$ cat config.mk
export PLATFORM = sky130hd
export DESIGN_NAME = wait_cycles_caller_flat
export DESIGN_NICKNAME = d
export VERILOG_FILES = /design/src/rtl/wait_cycles_caller_pkg.sv /design/src/rtl/wait_cycles_caller_if.sv /design/src/rtl/wait_cycles_caller_cmd_fifo.sv /design/src/rtl/wait_cycles_caller.sv /design/src/flat_wrapper.sv
export SDC_FILE = /design/constraint.sdc
export NUM_CORES = 1
export LEC_CHECK = 0
export CORE_UTILIZATION = 56
export DETAILED_ROUTE_END_ITERATION = 8
export PLACE_DENSITY = 0.91
export REMOVE_ABC_BUFFERS = 1
export SLEW_MARGIN = 20
export SYNTH_ARGS = -nofsm -noshare
export SYNTH_HDL_FRONTEND = slang
export SYNTH_SLANG_ARGS = --single-unit
$ cat constraint.sdc
create_clock -name clk -period 4.38 [get_ports clk]
set_input_delay 0.438 -clock clk [delete_from_list [all_inputs] [get_ports clk]]
set_output_delay 0.438 -clock clk [all_outputs]
set_load 0.1 [all_outputs]
$ cat src/rtl/wait_cycles_caller_pkg.sv
`default_nettype none
//==============================================================================
// wait_cycles_caller_pkg : shared argument width and FSM state encoding
// Rev 1.0
//==============================================================================
package wait_cycles_caller_pkg;

    localparam int unsigned ARG_W = 32;

    typedef enum logic [1:0] {
        ST_IDLE  = 2'd0,
        ST_ISSUE = 2'd1,
        ST_GAP   = 2'd2,
        ST_HALT  = 2'd3
    } state_e;

endpackage
`default_nettype wire

$ cat src/rtl/wait_cycles_caller_if.sv
`default_nettype none
//==============================================================================
// wait_cycles_caller_if : producer command port, responder request port, status
// Rev 1.0
//==============================================================================
interface wait_cycles_caller_if;
    import wait_cycles_caller_pkg::*;

    logic             cmd_valid;
    logic [ARG_W-1:0] cmd_cycles;
    logic             cmd_ready;
    logic             req_valid;
    logic [ARG_W-1:0] req_0;
    logic             req_ready;
    logic             busy;
    logic [15:0]      done_count;
    logic             timeout_err;

    // master = the caller, slave = producer/responder/observer side
    modport master (
        input  cmd_valid, cmd_cycles, req_ready,
        output cmd_ready, req_valid, req_0, busy, done_count, timeout_err
    );

    modport slave (
        output cmd_valid, cmd_cycles, req_ready,
        input  cmd_ready, req_valid, req_0, busy, done_count, timeout_err
    );

endinterface
`default_nettype wire

$ cat src/rtl/wait_cycles_caller_cmd_fifo.sv
`default_nettype none
//==============================================================================
// cmd_fifo : single-clock DEPTH-entry FIFO; push ignored when full, pop when empty
// Rev 1.0
//==============================================================================
module cmd_fifo #(
    parameter int unsigned DEPTH = 4,
    parameter int unsigned WIDTH = 32
) (
    input  wire logic             clk,
    input  wire logic             rst,
    input  wire logic             push_i,
    input  wire logic [WIDTH-1:0] data_i,
    input  wire logic             pop_i,
    output logic      [WIDTH-1:0] data_o,
    output logic                  full_o,
    output logic                  empty_o
);

    localparam int unsigned      PTR_W  = $clog2(DEPTH);
    localparam logic [PTR_W:0]   C_FULL = (PTR_W+1)'(DEPTH);

    logic [WIDTH-1:0] mem_q [DEPTH];
    logic [PTR_W-1:0] wr_ptr_q;
    logic [PTR_W-1:0] rd_ptr_q;
    logic [PTR_W:0]   count_q;
    logic             w_push;
    logic             w_pop;

    assign full_o  = (count_q == C_FULL);
    assign empty_o = (count_q == '0);
    assign w_push  = push_i && !full_o;
    assign w_pop   = pop_i && !empty_o;
    assign data_o  = mem_q[rd_ptr_q];

    always_ff @(posedge clk) begin
        if (rst) begin
            wr_ptr_q <= '0;
            rd_ptr_q <= '0;
            count_q  <= '0;
        end else begin
            if (w_push) wr_ptr_q <= wr_ptr_q + 1'b1;
            if (w_pop)  rd_ptr_q <= rd_ptr_q + 1'b1;
            case ({w_push, w_pop})
                2'b10:   count_q <= count_q + 1'b1;
                2'b01:   count_q <= count_q - 1'b1;
                default: count_q <= count_q;
            endcase
        end
    end

    // Storage is qualified by the pointers, so it needs no reset.
    always_ff @(posedge clk) begin
        if (w_push) mem_q[wr_ptr_q] <= data_i;
    end

endmodule
`default_nettype wire

$ cat src/rtl/wait_cycles_caller.sv
`default_nettype none
//==============================================================================
// wait_cycles_caller : queues delay commands and issues them one at a time
// Rev 1.0
//==============================================================================
module wait_cycles_caller
    import wait_cycles_caller_pkg::*;
#(
    parameter int unsigned DEPTH   = 4,
    parameter int unsigned TIMEOUT = 0
) (
    input  wire logic          clk,
    input  wire logic          rst,
    wait_cycles_caller_if.master bus
);

    localparam logic [31:0] C_WD_LAST = 32'(TIMEOUT) - 32'd1;

    state_e           state_q, state_d;
    logic             req_valid_q, req_valid_d;
    logic [ARG_W-1:0] req_0_q, req_0_d;
    logic [15:0]      done_count_q, done_count_d;
    logic             timeout_err_q, timeout_err_d;
    logic [31:0]      wdog_q, wdog_d;

    logic             w_pop;
    logic [ARG_W-1:0] w_head;
    logic             w_full;
    logic             w_empty;

    cmd_fifo #(
        .DEPTH (DEPTH),
        .WIDTH (ARG_W)
    ) u_cmd_fifo (
        .clk     (clk),
        .rst     (rst),
        .push_i  (bus.cmd_valid),
        .data_i  (bus.cmd_cycles),
        .pop_i   (w_pop),
        .data_o  (w_head),
        .full_o  (w_full),
        .empty_o (w_empty)
    );

    always_ff @(posedge clk) begin
        if (rst) begin
            state_q       <= ST_IDLE;
            req_valid_q   <= 1'b0;
            req_0_q       <= '0;
            done_count_q  <= '0;
            timeout_err_q <= 1'b0;
            wdog_q        <= '0;
        end else begin
            state_q       <= state_d;
            req_valid_q   <= req_valid_d;
            req_0_q       <= req_0_d;
            done_count_q  <= done_count_d;
            timeout_err_q <= timeout_err_d;
            wdog_q        <= wdog_d;
        end
    end

    always_comb begin
        state_d       = state_q;
        req_valid_d   = req_valid_q;
        req_0_d       = req_0_q;
        done_count_d  = done_count_q;
        timeout_err_d = timeout_err_q;
        wdog_d        = wdog_q;
        w_pop         = 1'b0;

        case (state_q)
            ST_IDLE: begin
                if (!w_empty) begin
                    w_pop       = 1'b1;
                    req_0_d     = w_head;
                    req_valid_d = 1'b1;
                    wdog_d      = '0;
                    state_d     = ST_ISSUE;
                end
            end
            ST_ISSUE: begin
                // Completion takes priority over a coincident watchdog expiry.
                if (bus.req_ready) begin
                    req_valid_d  = 1'b0;
                    done_count_d = done_count_q + 16'd1;
                    state_d      = ST_GAP;
                end else if ((TIMEOUT != 0) && (wdog_q == C_WD_LAST)) begin
                    req_valid_d   = 1'b0;
                    timeout_err_d = 1'b1;
                    state_d       = ST_HALT;
                end else begin
                    wdog_d = wdog_q + 32'd1;
                end
            end
            // One idle cycle lets the responder drop back before the next request.
            ST_GAP:  state_d = ST_IDLE;
            ST_HALT: state_d = ST_HALT;
            default: state_d = ST_IDLE;
        endcase
    end

    assign bus.cmd_ready   = !w_full;
    assign bus.req_valid   = req_valid_q;
    assign bus.req_0       = req_0_q;
    assign bus.busy        = !w_empty || (state_q != ST_IDLE);
    assign bus.done_count  = done_count_q;
    assign bus.timeout_err = timeout_err_q;

endmodule
`default_nettype wire

$ cat src/flat_wrapper.sv
// flat-port wrapper written by rule: the top's interface ports become plain ports
module wait_cycles_caller_flat import wait_cycles_caller_pkg::*;
#(
    parameter int unsigned DEPTH   = 4,
    parameter int unsigned TIMEOUT = 0
)
  (clk, rst, bus_cmd_valid, bus_cmd_cycles, bus_req_ready, bus_cmd_ready, bus_req_valid, bus_req_0, bus_busy, bus_done_count, bus_timeout_err);
  wait_cycles_caller_if bus_i ();
  input  wire logic clk;
  input  wire logic rst;
  input wire logic [$bits(bus_i.cmd_valid)-1:0] bus_cmd_valid;
  input wire logic [$bits(bus_i.cmd_cycles)-1:0] bus_cmd_cycles;
  input wire logic [$bits(bus_i.req_ready)-1:0] bus_req_ready;
  output wire logic [$bits(bus_i.cmd_ready)-1:0] bus_cmd_ready;
  output wire logic [$bits(bus_i.req_valid)-1:0] bus_req_valid;
  output wire logic [$bits(bus_i.req_0)-1:0] bus_req_0;
  output wire logic [$bits(bus_i.busy)-1:0] bus_busy;
  output wire logic [$bits(bus_i.done_count)-1:0] bus_done_count;
  output wire logic [$bits(bus_i.timeout_err)-1:0] bus_timeout_err;
  assign bus_i.cmd_valid = bus_cmd_valid;
  assign bus_i.cmd_cycles = bus_cmd_cycles;
  assign bus_i.req_ready = bus_req_ready;
  assign bus_cmd_ready = bus_i.cmd_ready;
  assign bus_req_valid = bus_i.req_valid;
  assign bus_req_0 = bus_i.req_0;
  assign bus_busy = bus_i.busy;
  assign bus_done_count = bus_i.done_count;
  assign bus_timeout_err = bus_i.timeout_err;
  wait_cycles_caller #(.DEPTH(DEPTH), .TIMEOUT(TIMEOUT)) u_core (.clk(clk), .rst(rst), .bus(bus_i));
endmodule
==> summary.md, run 1 <==
| Metric | Value |
|---|---|
| CP required | `3.94 ns` |
| Status | `complete, no violations` |
| Max Freq | `314.3 MHz` |
| Wire length of the first global-routing pass | `22090 um` |
| Total track usage | `23.40%` |
| Synth Register Bits | `186` |
| Post-CTS sizing | `0` |
| Type of the tightest min-delay check | `flop to flop` |
| Max clock buf depth | `2` |
| Number of fill cells | `749` |
| Vias in the first global route | `4394` |
| Primary FF master, synth | `edfxtp_1` |
| Largest area contributor in the netlist | `edfxtp_1` |
| Worst hold path depth | `2` |
| Worst setup EP type | `output port` |
| Die width | `113.6 um` |
| Actual slew at the worst max-slew pin | `0.9943 ns` |
| Mapped Cells | `453` |
| TritonCTS clock tree | `built` |
| Setup TNS | `0 ns` |
| Core box area | `0.01206 sq mm` |
| Max-cap violation count | `0` |
| Most common cell in the synthesized netlist | `edfxtp_1` |
| Cell variety after synth | `33` |
| Routed WL per cell | `19.38 um` |
| Drt total wl | `13900 um` |
| Clk sinks | `186` |
| Tot Pwr | `6.151 mW` |
| Via count | `4041` |
| Port Buffers | `86` |
| Synth cell count leaders | `edfxtp_1, nand2_1, dfxtp_1, a21oi_1, mux4_2` |
| Placed insts | `686` |
| Slowest CP cell | `clkdlybuf4s50_1` |
| Max-slew headroom | `33.50%` |
| CP arrival | `2.74 ns` |
| Final WS setup | `1.198 ns` |
| Largest net degree at the start of global routing | `59` |
| Mean post-synth cell area | `15.38 sq um` |
| DP Area | `0.007974 sq mm` |
| Seq/Total Area, Yosys | `71.81%` |
| Synthesized area | `0.006969 sq mm` |
| Final instance area | `0.008568 sq mm` |
| Reg-to-Reg End | `u_core.u_cmd_fifo.count_q[2]` |
| Global route total overflow | `0` |
| Async S/R FF share, synth | `0%` |
| RSZ-0062 raised after global routing | `no` |
| Setup Crit Path Kind | `flop to output port` |
| Initial antenna violation count | `0` |
| Setup crit start kind | `flop` |
| DP HPWL | `8312 um` |
| Peak VDD IR | `494.7 uV` |
| Worst r2r src | `u_core.state_q[1]` |
| Pwr dens | `717.9 mW/mm^2` |
| Max H-tree Level | `4` |
| Slowest stage delay, CP | `1.01 ns` |
| Largest cells by area after synthesis | `edfxtp_1, dfxtp_1, mux4_2, nand2_1, a21oi_1` |
| Clock slew at reported path FFs | `0.07 ns` |
| Clk_lat worst skew | `0.43 ns` |
| Routed vias/inst | `5.636` |
| Die area | `0.01289 sq mm` |
| Clk_skew | `0.007131 ns` |
| Period minus WS final | `3.182 ns` |
| Worst reg2reg setup slack | `1.37 ns` |
| First DRT Iteration DRCs | `280` |
| Fin cells | `717` |
| Area delta synth->final | `22.94%` |
| Final nets | `583` |
| Hold_buf cts | `0` |
| Drt pass-1 iters | `5` |
| Die height | `113.6 um` |
| CP max FO | `4` |
| Final Wtd Congestion | `0.8027` |
| Post-Place Worst Slack | `1.398 ns` |
| FF-to-FF path depth | `11` |
| Pins Over Slew Limit | `0` |
| EDFF count, synth | `128` |
| Final setup fails | `0` |
| CTS Buf Count | `17` |
| Setup Fix Bufs, Post-CTS | `0` |
| Leakage | `2.814 nW` |
| IO Pins | `88` |
| Hold endpoint | `u_core.bus.req_0[0]` |
| FP Rows | `40` |
| Yosys warning count | `0` |
| ANT nets after route | `0` |
| Synth top area share | `55.15%` |
| Post-route DRC | `0` |
| # diodes | `0` |
| Fin crit share | `72.65%` |
| Share of layout cells above drive strength 1 | `13.11%` |
| Final-report hold violation count | `0` |
| Initial core utilization | `57.78%` |
| Crit path cell chain | `inv_1 -> ha_1 -> or4b_2 -> clkdlybuf4s50_1` |
| CTS Root Cell | `clkbuf_16` |
| HP Start | `u_core.bus.req_0[0]` |
## through the flow
step	hold slack (ns)	utilization (%)
6_report	0.4581	71.04
3_3_place_gp	0.4423	66.11
3_5_place_dp	0.4528	66.11
5_1_grt	0.4867	71.04
2_1_floorplan	0.4631	-
4_1_cts	0.4624	71.02
## worst max-delay path: cells and delay by family, from the launching register on
kind | cells | cell delay, ns
flops | 1 | 0.33
buf+inv | 2 | 1.10
simple gates | 1 | 0.66
fa+ha+maj | 1 | 0.23
## kinds of logic (layout without fill, tap and decap cells)
logic type | Yosys count | after routing | synth area share, %
flops | 186 | 186 | 71.81
mux | 32 | 32 | 10.34
fa+ha+maj | 10 | 10 | 1.903
compound gates | 46 | 46 | 3.465
other cells | 1 | 1 | 0.05381
buf+inv | 33 | 129 | 1.939
simple gates | 127 | 127 | 8.223
xor+xnor | 18 | 18 | 2.262
## where the power goes
group | internal [mW] | leakage [nW] | switching [mW]
combinational | 0.611 | 0.878 | 1.63
clock | 0.912 | 0.287 | 0.622
sequential | 2.20 | 1.65 | 0.182
total | 3.72 | 2.81 | 2.43
## registers in the layout, indices dropped and copies added, names as in the netlist
register,cells
u_core.u_cmd_fifo.mem_q,128
u_core.bus.req_0,32
u_core.bus.done_count,16
u_core.u_cmd_fifo.count_q,3
u_core.state_q,2
u_core.u_cmd_fifo.rd_ptr_q,2
u_core.u_cmd_fifo.wr_ptr_q,2
u_core.bus.req_valid,1
## worst max path at each step
stage                                             from                            to  slack [ns]  depth (start not counted)
final                                u_core.state_q[1]                      bus_busy        1.20                          4
after global placement               u_core.state_q[1]  u_core.u_cmd_fifo.count_q[2]        1.54                         11
after CTS                            u_core.state_q[1]                      bus_busy        1.19                          4
after floorplan           u_core.u_cmd_fifo.count_q[0]  u_core.u_cmd_fifo.count_q[2]        0.24                          8
after detailed placement             u_core.state_q[1]  u_core.u_cmd_fifo.count_q[2]        1.40                         11
after global routing                 u_core.state_q[1]                      bus_busy        1.13                          4
## layout make-up
| cell class | instances | area [sq um] | share of cell area, % |
|---|---|---|---|
| well taps | 168 | 210.2 | 2.453 |
| inverters | 10 | 37.54 | 0.4381 |
| repair buffers | 88 | 873.3 | 10.19 |
| flip-flops and latches | 186 | 5007 | 58.44 |
| clock buffers | 21 | 450.4 | 5.257 |
| multi-input cells | 234 | 1848 | 21.57 |
| clock inverters | 10 | 141.4 | 1.650 |
## layer usage
| metal | vias to the layer above | global-route usage, % | part of all wire (%) |
|---|---|---|---|
| met5 | - | 0 | 0 |
| met4 | 0 | 11.49 | 2.0 |
| li1 | 1843 | - | - |
| met1 | 2047 | 26.29 | 38 |
| met2 | 129 | 41.99 | 55 |
| met3 | 22 | 5.420 | 5.0 |
## layout by cell type (no fill, tap or decap), drive strengths merged
cell type      count
a211oi             2
a21oi             39
a311oi             1
and2               3
and3               4
and4               3
buf                3
bufinv             3
clkbuf            21
clkdlybuf4s50     85
clkinv             5
conb               1
dfxtp             58
edfxtp           128
fa                 1
ha                 9
inv               12
mux4              32
nand2             72
nand2b             1
nand3              6
nand4              8
nor2              22
nor4               2
o21ai              3
o31ai              1
or3                3
or3b               1
or4                1
or4b               1
xnor2              5
xor2              13
No activity file was read; power rests on OpenSTA's default activity.
==> run 2: changes to the inputs <==
CORE_UTILIZATION = 49   (was 56)
PLACE_DENSITY = 0.86   (was 0.91)
clock period = 2.6 ns   (was 4.38 ns; I/O delays follow)
==> run 2 against run 1 <==
Net effect:
- sequential power is 66% higher
- hold slack got worse by 0.085 ns
- global-route usage fell by 3.5 points
- cell area shrank 0.92%
- highest routed layer unchanged
==> summary.md, run 2 (same netlist as run 1, synthesis figures left out) <==
| Metric | Value |
|---|---|
| Core box area | `0.01388 sq mm (+15%)` |
| Clk sinks | `186 (unchanged)` |
| Most flops, register | `u_core.u_cmd_fifo.mem_q` |
| Most frequent cells in the layout | `edfxtp_1, nand2_1, buf_4, dfxtp_1, a21oi_1` |
| Clk_lat worst skew | `0.43 ns (about the same)` |
| RSZ-0062 raised after global routing | `no` |
| Share of layout cells above drive strength 1 | `24.60% (+11 points)` |
| Commonest non-fill, non-tap cell in the layout | `edfxtp_1` |
| Met1 Use GR | `23.49% (-2.8 points)` |
| Setup crit start kind | `flop` |
| Final nets | `590 (+1.2%)` |
| Max FFs per register | `128 (unchanged)` |
| HP Start | `rst` |
| Worst hold path depth | `2 (unchanged)` |
| Final Wtd Congestion | `0.7806 (-2.8%)` |
| Status | `complete, no violations` |
| Routed vias/inst | `5.468 (-3.0%)` |
| GRT met3 Usage | `5.169% (-0.25 points)` |
| Multi-input combinational cell area | `0.001851 sq mm (+0.14%)` |
| Period minus WS final | `2.507 ns` |
| Max-slew headroom | `50.91% (+17 points)` |
| Port Buffers | `86 (unchanged)` |
| Final instance area | `0.008489 sq mm (-0.92%)` |
| Clk_skew | `0.006995 ns (-0.0001361 ns)` |
| Max clock buf depth | `2 (unchanged)` |
| CP required | `2.95 ns (-0.99 ns)` |
| Initial core utilization | `50.21% (-7.6 points)` |
| Drt pass-1 iters | `5 (unchanged)` |
| Pins Over Slew Limit | `0 (unchanged)` |
| Via count | `4030 (-0.27%)` |
| Sequential Area | `0.005007 sq mm (unchanged)` |
| Wire length of the first global-routing pass | `21160 um (-4.2%)` |
| DP Area | `0.007926 sq mm (-0.60%)` |
| Met2 Use GR | `33.93% (-8.1 points)` |
| CP max FO | `6 (+2)` |
| Die area | `0.01470 sq mm (+14%)` |
| Die height | `121.3 um (+6.8%)` |
| First DRT Iteration DRCs | `276 (-1.4%)` |
| Max Freq | `398.8 MHz` |
| Setup TNS | `0 ns (unchanged)` |
| Final-report hold violation count | `0 (unchanged)` |
| Post-CTS sizing | `0 (unchanged)` |
| Largest net degree at the start of global routing | `38 (-36%)` |
| Busiest layer in global routing | `met2` |
| Max-cap violation count | `0 (unchanged)` |
| Worst r2r src | `u_core.u_cmd_fifo.count_q[2]` |
| Final WS setup | `0.09261 ns (-1.105 ns)` |
| Vias in the first global route | `4133 (-5.9%)` |
| Global route total overflow | `0 (unchanged)` |
| CTS Buf Count | `17 (unchanged)` |
| ANT nets after route | `0 (unchanged)` |
| # diodes | `0 (unchanged)` |
| Final setup fails | `0 (unchanged)` |
| Fin crit share | `96.44%` |
| Setup Crit Path Kind | `flop to flop` |
| FP Rows | `43 (+7.5%)` |
| Clock slew at reported path FFs | `0.07 ns (about the same)` |
| Hold_buf cts | `0 (unchanged)` |
| FF-to-FF path depth | `9 (-2)` |
| Number of fill cells | `1051 (+40%)` |
| Type of the tightest min-delay check | `input pin to flop` |
| Placed insts | `705 (+2.8%)` |
| Actual slew at the worst max-slew pin | `0.7364 ns (-0.2579 ns)` |
| Peak VDD IR | `794.8 uV (+61%)` |
| Reg-to-Reg End | `u_core.u_cmd_fifo.count_q[2]` |
| DP HPWL | `8023 um (-3.5%)` |
| Post-route DRC | `0 (unchanged)` |
| Total track usage | `19.86% (-3.5 points)` |
| Area delta synth->final | `21.81%` |
| Util after Layout | `61.16% (-9.9 points)` |
| IO Pins | `88 (unchanged)` |
| CP arrival | `2.86 ns (+0.12 ns)` |
| Die width | `121.3 um (+6.8%)` |
| Routed WL per cell | `18.13 um (-6.5%)` |
| Worst reg2reg setup slack | `0.09 ns (-1.28 ns)` |
| Setup Fix Bufs, Post-CTS | `0 (unchanged)` |
| Post-Place Worst Slack | `0.07898 ns (-1.319 ns)` |
| Initial antenna violation count | `0 (unchanged)` |
| Fin cells | `737 (+2.8%)` |
| Hold endpoint | `u_core.bus.done_count[12]` |
| Worst setup EP type | `flop` |
| Max H-tree Level | `4 (unchanged)` |
| Leakage | `2.941 nW (+4.5%)` |
| TritonCTS clock tree | `built` |
| Pwr dens | `1196 mW/mm^2 (+67%)` |
| Drt total wl | `13360 um (-3.9%)` |
| CTS Root Cell | `clkbuf_16` |
run 2: cell count changes in the layout (fill, tap and decap cells not counted), moves of 2 or more:
cell / change
clkinvlp_4: +2
clkinv_1: -2
bufinv_16: -2
clkinv_2: +6
clkbuf_1: -3
clkdlybuf4s50_1: -51
buf_4: +56
run 2: per-stage QoR:
step | power [mW] | hold slack, ns
after floorplan | 6.804 | 0.3291
final | 10.16 | 0.3730
after detailed placement | 7.789 | 0.4498
after CTS | 10.24 | 0.3577
after global placement | 7.679 | 0.4457
after global routing | 10.58 | 0.3939
run 2: how the worst max path moves through the flow:
stage	end	cells after the start	from	slack, ns
after floorplan	u_core.u_cmd_fifo.count_q[2]	8	u_core.u_cmd_fifo.count_q[0]	-1.54
final	u_core.u_cmd_fifo.count_q[2]	9	u_core.u_cmd_fifo.count_q[2]	0.09
after global placement	u_core.u_cmd_fifo.count_q[2]	9	u_core.u_cmd_fifo.count_q[2]	0.25
after CTS	u_core.u_cmd_fifo.count_q[2]	9	u_core.u_cmd_fifo.count_q[2]	0.06
after global routing	u_core.u_cmd_fifo.count_q[2]	9	u_core.u_cmd_fifo.count_q[2]	0.02
after detailed placement	u_core.u_cmd_fifo.count_q[2]	9	u_core.u_cmd_fifo.count_q[2]	0.08
run 2: final cells by class:
| class | count | share of cell area, % |
|---|---|---|
| Clock buffer | 18 | 5.173 |
| Sequential cell | 186 | 58.98 |
| Timing Repair Buffer | 95 | 9.521 |
| Clock inverter | 14 | 1.430 |
| Inverter | 10 | 0.4422 |
| Multi-Input combinational cell | 234 | 21.80 |
| Tap cell | 180 | 2.653 |
run 2: report_power, final:
| group | internal, mW | leakage [nW] | switching, mW |
|---|---|---|---|
| clock | 1.35 | 0.278 | 1.10 |
| combinational | 0.992 | 1.01 | 2.77 |
| sequential | 3.70 | 1.65 | 0.254 |
| total | 6.04 | 2.94 | 4.12 |
run 2: layer usage:
metal	share of wire (%)	routed length, um
met1	40	5405
met2	52	6940
met3	5.7	757
met4	1.9	257
met5	0	0
run 2: critical path, stage by stage (launching register included):
cell,delay [ns]
dfxtp_1,0.44
or3b_4,0.44
and2_1,0.20
inv_1,0.09
ha_1,0.18
inv_1,0.06
fa_1,0.37
xor2_1,0.16
or3_1,0.32
a21oi_1,0.17
==> run 3: changes to the inputs <==
SLEW_MARGIN = 10   (was 20)
==> results of run 3 <==
The final DEF is identical to that of run 2; final timing and power are the same.
